[src/rtl/lsu_mem_stage_pkg.sv]
// Shared encodings for the load/store memory stage: access sizes, FSM states
// and byte-lane masks.
package lsu_mem_stage_pkg;

  typedef enum logic [1:0] {
    SIZE_B = 2'b00,
    SIZE_H = 2'b01,
    SIZE_W = 2'b10,
    SIZE_X = 2'b11
  } size_e;

  typedef enum logic [1:0] {
    ST_IDLE = 2'd0,
    ST_BUS  = 2'd1,
    ST_RESP = 2'd2
  } state_e;

  localparam logic [3:0] BE_BYTE0   = 4'b0001;
  localparam logic [3:0] BE_HALF_LO = 4'b0011;
  localparam logic [3:0] BE_HALF_HI = 4'b1100;
  localparam logic [3:0] BE_WORD    = 4'b1111;

endpackage

[src/rtl/lsu_lane_align.sv]
// Combinational byte-lane steering: store byte enables and replicated data,
// alignment check, and load-data extraction with sign/zero extension.
module lsu_lane_align
  import lsu_mem_stage_pkg::*;
(
  input  size_e       size,
  input  logic [1:0]  addr_lo,
  input  logic        load_unsigned,
  input  logic [31:0] wdata,
  input  logic [31:0] rdata,
  output logic [3:0]  be,
  output logic [31:0] lane_wdata,
  output logic        misalign,
  output logic [31:0] load_data
);

  logic [31:0] shifted;
  logic [15:0] half;

  assign shifted = rdata >> {addr_lo, 3'b000};
  assign half    = addr_lo[1] ? rdata[31:16] : rdata[15:0];

  always_comb begin
    be         = '0;
    lane_wdata = '0;
    misalign   = 1'b0;
    load_data  = '0;
    case (size)
      SIZE_B: begin
        be         = BE_BYTE0 << addr_lo;
        lane_wdata = {4{wdata[7:0]}};
        load_data  = {{24{~load_unsigned & shifted[7]}}, shifted[7:0]};
      end
      SIZE_H: begin
        be         = addr_lo[1] ? BE_HALF_HI : BE_HALF_LO;
        lane_wdata = {2{wdata[15:0]}};
        misalign   = addr_lo[0];
        load_data  = {{16{~load_unsigned & half[15]}}, half};
      end
      SIZE_W: begin
        be         = BE_WORD;
        lane_wdata = wdata;
        misalign   = |addr_lo;
        load_data  = rdata;
      end
      default: misalign = 1'b1;
    endcase
  end

endmodule

[src/rtl/lsu_mem_stage.sv]
// Load/store stage: accepts one access, runs it on a variable-latency memory
// bus with a timeout, and returns aligned load data or an error for one cycle.
module lsu_mem_stage
  import lsu_mem_stage_pkg::*;
#(
  parameter int TIMEOUT_CYC = 16
) (
  input  logic        clk,
  input  logic        rst,
  input  logic        req_valid,
  output logic        req_ready,
  input  logic        req_we,
  input  logic [1:0]  req_size,
  input  logic        req_unsigned,
  input  logic [31:0] req_addr,
  input  logic [31:0] req_wdata,
  output logic        resp_valid,
  output logic [31:0] resp_rdata,
  output logic        resp_err,
  output logic        stall,
  output logic        mem_req,
  output logic        mem_we,
  output logic [31:0] mem_addr,
  output logic [3:0]  mem_be,
  output logic [31:0] mem_wdata,
  input  logic        mem_ack,
  input  logic [31:0] mem_rdata
);

  localparam int CW = (TIMEOUT_CYC > 0) ? $clog2(TIMEOUT_CYC + 1) : 1;

  state_e      state, state_next;
  logic        lat_we, lat_uns;
  size_e       lat_size;
  logic [31:0] lat_addr, lat_wdata;
  logic [CW-1:0] cnt;
  logic [31:0] rdata_q;
  logic        err_q;
  logic        accept, timeout_hit;

  size_e       al_size;
  logic [1:0]  al_addr_lo;
  logic [3:0]  al_be;
  logic [31:0] al_lane_wdata, al_load;
  logic        al_misalign;

  // In IDLE the aligner looks at the live request so the error path is decided
  // at accept; afterwards it looks at the latched request.
  assign al_size    = (state == ST_IDLE) ? size_e'(req_size) : lat_size;
  assign al_addr_lo = (state == ST_IDLE) ? req_addr[1:0] : lat_addr[1:0];

  lsu_lane_align u_align (
    .size          (al_size),
    .addr_lo       (al_addr_lo),
    .load_unsigned (lat_uns),
    .wdata         (lat_wdata),
    .rdata         (mem_rdata),
    .be            (al_be),
    .lane_wdata    (al_lane_wdata),
    .misalign      (al_misalign),
    .load_data     (al_load)
  );

  assign accept      = (state == ST_IDLE) & req_valid;
  assign timeout_hit = (TIMEOUT_CYC != 0) && (cnt == CW'(TIMEOUT_CYC - 1));

  always_ff @(posedge clk) begin
    if (rst) state <= ST_IDLE;
    else     state <= state_next;
  end

  always_comb begin
    state_next = state;
    case (state)
      ST_IDLE: if (req_valid) state_next = al_misalign ? ST_RESP : ST_BUS;
      ST_BUS:  if (mem_ack || timeout_hit) state_next = ST_RESP;
      ST_RESP: state_next = ST_IDLE;
      default: state_next = ST_IDLE;
    endcase
  end

  // Latches, timeout counter and registered response; an ack on the timeout
  // cycle is checked first so it wins.
  always_ff @(posedge clk) begin
    if (rst) begin
      lat_we    <= 1'b0;
      lat_uns   <= 1'b0;
      lat_size  <= SIZE_B;
      lat_addr  <= '0;
      lat_wdata <= '0;
      cnt       <= '0;
      rdata_q   <= '0;
      err_q     <= 1'b0;
    end else if (accept) begin
      lat_we    <= req_we;
      lat_uns   <= req_unsigned;
      lat_size  <= size_e'(req_size);
      lat_addr  <= req_addr;
      lat_wdata <= req_wdata;
      cnt       <= '0;
      rdata_q   <= '0;
      err_q     <= al_misalign;
    end else if (state == ST_BUS) begin
      cnt <= cnt + 1'b1;
      if (mem_ack) begin
        err_q   <= 1'b0;
        rdata_q <= lat_we ? '0 : al_load;
      end else if (timeout_hit) begin
        err_q   <= 1'b1;
        rdata_q <= '0;
      end
    end else if (state == ST_RESP) begin
      cnt     <= '0;
      rdata_q <= '0;
      err_q   <= 1'b0;
    end
  end

  always_comb begin
    req_ready  = (state == ST_IDLE);
    stall      = (state == ST_BUS) | ((state == ST_IDLE) & req_valid);
    mem_req    = 1'b0;
    mem_we     = 1'b0;
    mem_addr   = '0;
    mem_be     = '0;
    mem_wdata  = '0;
    resp_valid = 1'b0;
    resp_rdata = '0;
    resp_err   = 1'b0;
    if (state == ST_BUS) begin
      mem_req   = 1'b1;
      mem_we    = lat_we;
      mem_addr  = {lat_addr[31:2], 2'b00};
      mem_be    = al_be;
      mem_wdata = al_lane_wdata;
    end
    if (state == ST_RESP) begin
      resp_valid = 1'b1;
      resp_rdata = rdata_q;
      resp_err   = err_q;
    end
  end

endmodule

[config.mk]
export PLATFORM = sky130hd
export DESIGN_NAME = lsu_mem_stage
export DESIGN_NICKNAME = d
export VERILOG_FILES = /design/src/rtl/lsu_mem_stage_pkg.sv /design/src/rtl/lsu_lane_align.sv /design/src/rtl/lsu_mem_stage.sv
export SDC_FILE = /design/constraint.sdc
export NUM_CORES = 1
export LEC_CHECK = 0
export ABC_AREA = 1
export ABC_CLOCK_PERIOD_IN_PS = 2700
export BUFFER_PORTS_ARGS = -buffer_cell sky130_fd_sc_hd__clkbuf_2
export CORE_MARGIN = 2
export CORE_UTILIZATION = 52
export DETAILED_ROUTE_END_ITERATION = 10
export PLACE_DENSITY = 0.78
export SLEW_MARGIN = 5
export SYNTH_ARGS = -nofsm -noshare
export SYNTH_HDL_FRONTEND = slang
export SYNTH_HIERARCHICAL = 1
export SYNTH_SLANG_ARGS = --single-unit
export TNS_END_PERCENT = 50
[constraint.sdc]
create_clock -name clk -period 2.7 [get_ports clk]
set_input_delay 0.405 -clock clk [delete_from_list [all_inputs] [get_ports clk]]
set_output_delay 0.405 -clock clk [all_outputs]
set_load 0.1 [all_outputs]
After elaboration in Yosys (flattened, before gate mapping)
Index checks and enable logic that the tools add are counted.
Storage, ports and cells
  flip-flop bits (word level): 108
  latch bits: 0
  bits in writable memories: 0
  ROM bits: 0
  input bits: 104
  logic and storage cells: 68
  memories: 0
Cells by class
  add/subtract/negate cells: 1
  $mul: 0
  div/mod/pow operators: 0
  $lt $le $gt $ge: 0
  equal/unequal tests: 9
  shifts and indexed selects: 2
  muxes and demuxes: 32
  bitwise gates (word level): 5
  reduce and logical (&&, ||, !) cells: 10
Operators by type and width (count)
  $mux 32: 8
  $pmux 32 s3: 2
  $shr 32x5->8: 1
  $mux 16: 1
  $pmux 4 s3: 1
  $mux 2: 5
  $mux 5: 2
  $mux 1: 9
  $mux 4: 2
  $reduce_and 2->1: 3
  $add 5x1->5 const B: 1
  $eq 5x4->1 const B: 1
  $eq 2x1->1 const B: 2
  $eq 2x2->1 const B: 2
  $logic_not 2->1: 2
  $ne 2x2->1 const B: 2
  $ne 4x4->1 const B: 1
  $pmux 2 s2: 1
  $reduce_or 2->1: 2
  $shl 1x2->4 const A: 1
  $and 1x1->1: 3
  $ne 3x3->1 const B: 1
  $pmux 1 s3: 1
  $reduce_bool 3->1: 1
  4 further kinds: 4

Logic depth before layout (Yosys ltp)
  word-level depth: 8
  gate-level depth with buffers: 16

By module
The synthesis kept the hierarchy.
By module, submodules not included
  lsu_mem_stage: times used 1, cells an instance 731, area each 5096.1 um2
  lsu_lane_align: times used 1, cells an instance 337, area each 1453.9 um2

Worst setup path after synthesis
OpenSTA, ideal clock, no wires.
  path type: reg2out
  start point: register state[0]
  end point: output port mem_wdata[24]
  arrival: 3.117 ns
  path slack: -0.822 ns
  stages on the path, launching flop included: 12
  cell sequence: dfxtp_1 inv_1 ha_1 clkbuf_1 o21ai_0 nor2_1 buf_2 buf_2 nand2_1 o211ai_1 nand2_1 inv_1
On the way
  word-level cells in the longest chain between the ends: 5
Ends and longest elaborated chain
  start, declared: line lsu_mem_stage.sv:32  | state_e state, state_next;
  start signal, assigned: line lsu_mem_stage.sv:69  | else state <= state_next;
  $logic_not 2->1 *
  via req_ready: line lsu_mem_stage.sv:11  | output logic req_ready,
  $mux 2 *: line lsu_mem_stage.sv:49  | assign al_size = (state == ST_IDLE) ? size_e'(req_size) : lat_size;
  via al_size[0]: line lsu_mem_stage.sv:41  | size_e al_size;
  $eq 2x2->1, or another cell as far along: line lsu_lane_align.sv:28  | case (size)
  $pmux 32 s3 *: line lsu_lane_align.sv:28
  via al_lane_wdata[24]: line lsu_mem_stage.sv:44  | logic [31:0] al_lane_wdata, al_load;
  $mux 32 *: line lsu_mem_stage.sv:130  | if (state == ST_BUS) begin
  end, declared: line lsu_mem_stage.sv:25  | output logic [31:0] mem_wdata,
Mark *: on every way through the listed nets, which the timed path passes. The rest lies on a longest branch.

Worst setup path in the final report
  start point: register state[0]
  end point: output port mem_be[1]
On the way
  word-level cells in the longest chain between the ends: 5
Ends and longest elaborated chain
  $logic_not 2->1 *: line lsu_mem_stage.sv:49
  $mux 2 *: line lsu_mem_stage.sv:49
  via al_size[0]: line lsu_mem_stage.sv:41
  $eq 2x2->1, or another cell as far along: line lsu_lane_align.sv:28
  $pmux 4 s3 *: line lsu_lane_align.sv:28
  via al_be[1]: line lsu_mem_stage.sv:43  | logic [3:0] al_be;
  $mux 4 *: line lsu_mem_stage.sv:130
  end, declared: line lsu_mem_stage.sv:24  | output logic [3:0] mem_be,
Marks and branches as above.

==> impl_summary.txt <==
----------------------------------------------------
[Setup path]
  Crit Path Class ... flip-flop to output port
  Required time of the worst setup path ... 2.30 ns
  Critical path arrival ... 2.17 ns
  Crit Path Max Fanout ... 12
  Critical Path End Type ... output port
  Reg2Reg Setup Slack ... 0.24 ns
  Setup crit start kind ... flip-flop

[STA]
  Setup TNS ... 0 ns
  Final setup violating endpoints ... 0
  Max_slew headroom ... 37.24%
  Final hold vios ... 0
  Final Critical Period ... 2.579 ns
  Unrepaired setup endpoints after global routing ... yes
  Period utilisation layout ... 95.51%
  Final Max Tran Viols ... 0
  Setup skew after layout ... 0.009274 ns
  Transition at the pin with the smallest max-transition slack ... 0.9404 ns
  Fmax ... 387.8 MHz

[Final layout]
  Antenna diode count ... 0
  Layout-stage area growth over the synthesis result ... 39.01%
  Post-Layout Inst Area ... 0.009105 mm^2
  Fraction of final layout cells with drive strength greater than 1 ... 28.89%
  Fillcell total ... 993
  Number of non-filler instances in the completed layout ... 1407
  Post-layout nets ... 1345

[Placed design]
  Port-buffer cells ... 207
  Routability congestion estimate ... 0.9172
  HPWL Detailed ... 13800 um
  Placed instance count ... 1392
  Placed Area ... 0.008761 mm^2

[Clock tree]
  CTS H-tree depth ... 3
  Clock-pin transition on the worst setup and hold timing paths ... 0.07 ns
  Clk_lat worst skew ... 0.35 ns
  Clk root buf ... clkbuf_16
  Post-CTS Hold Fix Bufs ... 0
  Buffer depth of the longest clock path ... 2
  Clock buffer count from CTS ... 9
  Clock net sink count ... 108
  CTS tree ... yes

[Synth]
  #FFs+latches synth ... 108
  Async set or reset register ratio after synthesis ... 0%
  Number of synthesized flops with an enable pin ... 0
  Sequential fraction of the synthesis area ... 33.01%
  Library cell with the highest instance count after synthesis ... nand2_1
  Warnings from Yosys ... 6
  Synth top area share ... 33.01%
  Post-synthesis cell count ... 1068
  Cell taking the most area after synthesis ... dfxtp_1
  Most used DFF post-synth ... dfxtp_1
  Top area cells in the synthesized netlist ... dfxtp_1 33%, nand2_1 18%, inv_1 9.1%, nor2_1 8.3%, o21ai_0 7.4%
  Per-instance average area after synthesis ... 6.133 um^2
  Leading cell types by count after synthesis ... 309 x nand2_1, 158 x inv_1, 145 x nor2_1
  Synth unique cells ... 32
  Total standard cell area after synthesis ... 0.006550 mm^2

[Global route]
  Leftover overflow at the end of global routing ... 0
  First-pass GRT wire length ... 30000 um
  Number of antenna violations at the first check in global routing ... 0
  Maximum number of pins on one net before global-route repair ... 69
  Tot GR Track Use ... 27.84%
  Number of global-route vias before repair ... 6432

[Min path]
  Path class of the lowest-slack min-delay path ... primary input to flip-flop

[Power]
  Leakage power summed over all cells ... 4.515 nW
  Worst vdd rail ir drop ... 0.6643 mV
  Cell area power density ... 883.3 mW/mm^2

[Drt]
  ANT nets after route ... 0
  Count of vias placed by the detailed router ... 7211
  Total length of routed wires ... 18700 um
  First-pass iteration count of the detailed router ... 7
  Average wire per standard cell ... 13.29 um
  1st-iter DRT viols ... 558
  DR vias/cell ... 5.125
  Post-route DRC ... 0

[Floorplan]
  Die Span Y ... 116.2 um
  Die width ... 116.2 um
  Top-Level Pins ... 210
  Floorplan die area ... 0.01351 mm^2
  Starting utilization of the core area ... 53.86%
  Row count ... 40
  Area inside the core boundary ... 0.01216 mm^2

[Run status]
  Outcome ... complete, no violations

[Run]
  MaxCap Viol Count ... 0

----------------------------------------------------
==> through the flow <==
| step | power (mW) | hold WS, ns | setup WS [ns] | utilization [%] |
|---|---|---|---|---|
| after floorplan | 5.677 | 0.4398 | -0.1195 | - |
| after global placement | 6.546 | 0.4506 | 0.3127 | 72.04 |
| after detailed placement | 6.614 | 0.4538 | 0.2503 | 72.04 |
| after CTS | 7.994 | 0.2914 | 0.0008704 | 74.67 |
| after global routing | 8.546 | 0.3066 | -0.03810 | 74.87 |
| final | 8.042 | 0.2989 | 0.1212 | 74.87 |
==> cells by family (layout without fill, tap and decap cells) <==
| family | count (synthesis) | count (layout) | synth area share [%] |
|---|---|---|---|
| adders and majority gates | 5 | 5 | 0.9551 |
| buffers and inverters | 238 | 408 | 15.61 |
| xor gates and xnor gates | 1 | 1 | 0.1337 |
| DFF | 108 | 108 | 33.01 |
| and+or+nand+nor | 542 | 542 | 34.63 |
| AOI/OAI and AO/OA | 173 | 173 | 15.61 |
| other | 1 | 2 | 0.05725 |
==> registers in the layout, summed over array words and instances, names as in the netlist <==
| name | flops |
|---|---|
| lat_addr | 32 |
| lat_wdata | 32 |
| rdata_q | 32 |
| cnt | 5 |
| lat_size | 2 |
| state | 2 |
| err_q | 1 |
| lat_uns | 1 |
| lat_we | 1 |
==> metal layers <==
layer,vias up,GRT usage (%),wire length [um]
met2,318,48.91,9090
met1,3255,32.86,7418
met5,-,0,0
met4,0,10.24,491
met3,44,6.954,1698
li1,3594,-,-
==> critical path: stages (launching register included) <==
cell        delay, ns
dfxtp_2          0.37
inv_2            0.07
ha_4             0.20
o21ai_4          0.27
nand2_4          0.16
o21ai_1          0.18
inv_1            0.08
o31ai_1          0.08
nand2_1          0.13
clkinvlp_4       0.11
buf_12           0.17
==> cell usage in the layout, fill, tap and decap left out, types with 2 or more instances in the layout <==
master      Yosys  layout
clkbuf_16       0       9
o211ai_1        7       7
o21ai_1         5      10
dfxtp_2         0       2
and2_1          2       2
nand2_4         0       2
a22oi_1         8       8
inv_2           5       7
nor2_4          0       2
inv_1         158     128
clkinvlp_4      0      29
o21ai_0        97      89
buf_12          3      70
nand3_1        15      15
clkbuf_2        0     137
a21oi_1        24      24
ha_4            0       2
nor2_1        145     143
nand2_2        33      33
ha_1            5       3
dfxtp_1       108     106
nand4_1        32      32
clkbuf_8        0       2
buf_4           6      23
o21ai_2         0       2
conb_1          1       2
a21oi_2        30      30
nand2_1       309     307
==> power breakdown <==
| part | internal, mW | switching (mW) | leakage, nW |
|---|---|---|---|
| registers | 1.89 | 0.167 | 0.888 |
| logic | 1.32 | 3.31 | 3.48 |
| clock network | 0.764 | 0.590 | 0.144 |
| total | 3.97 | 4.07 | 4.51 |
==> layout make-up <==
type	instances	area (um^2)	area share, %
tap	168	210.2	2.309
clock inverter	3	46.29	0.5085
inverter	163	716.9	7.874
sequential	108	2165	23.77
timing repair buffer	231	2271	24.94
multi-input combinational	723	3443	37.82
clock buffer	11	252.7	2.776
==> worst paths after layout <==
kind	start	end	cells past startpoint
worst max-delay path	state[0]	mem_be[1]	10
worst min-delay path	req_addr[0]	lat_addr[0]	3
worst max register to register	state[0]	rdata_q[27]	12
worst min register to register	rdata_q[20]	rdata_q[20]	2
==> what timing repair did <==
action,CTS,global route
setup buffers,0,1
resized for setup,6,9
endpoints found under the hold margin,0,0
endpoints found under the setup margin,22,42
pin swaps,0,2
No activity file was read; power rests on OpenSTA's default activity.
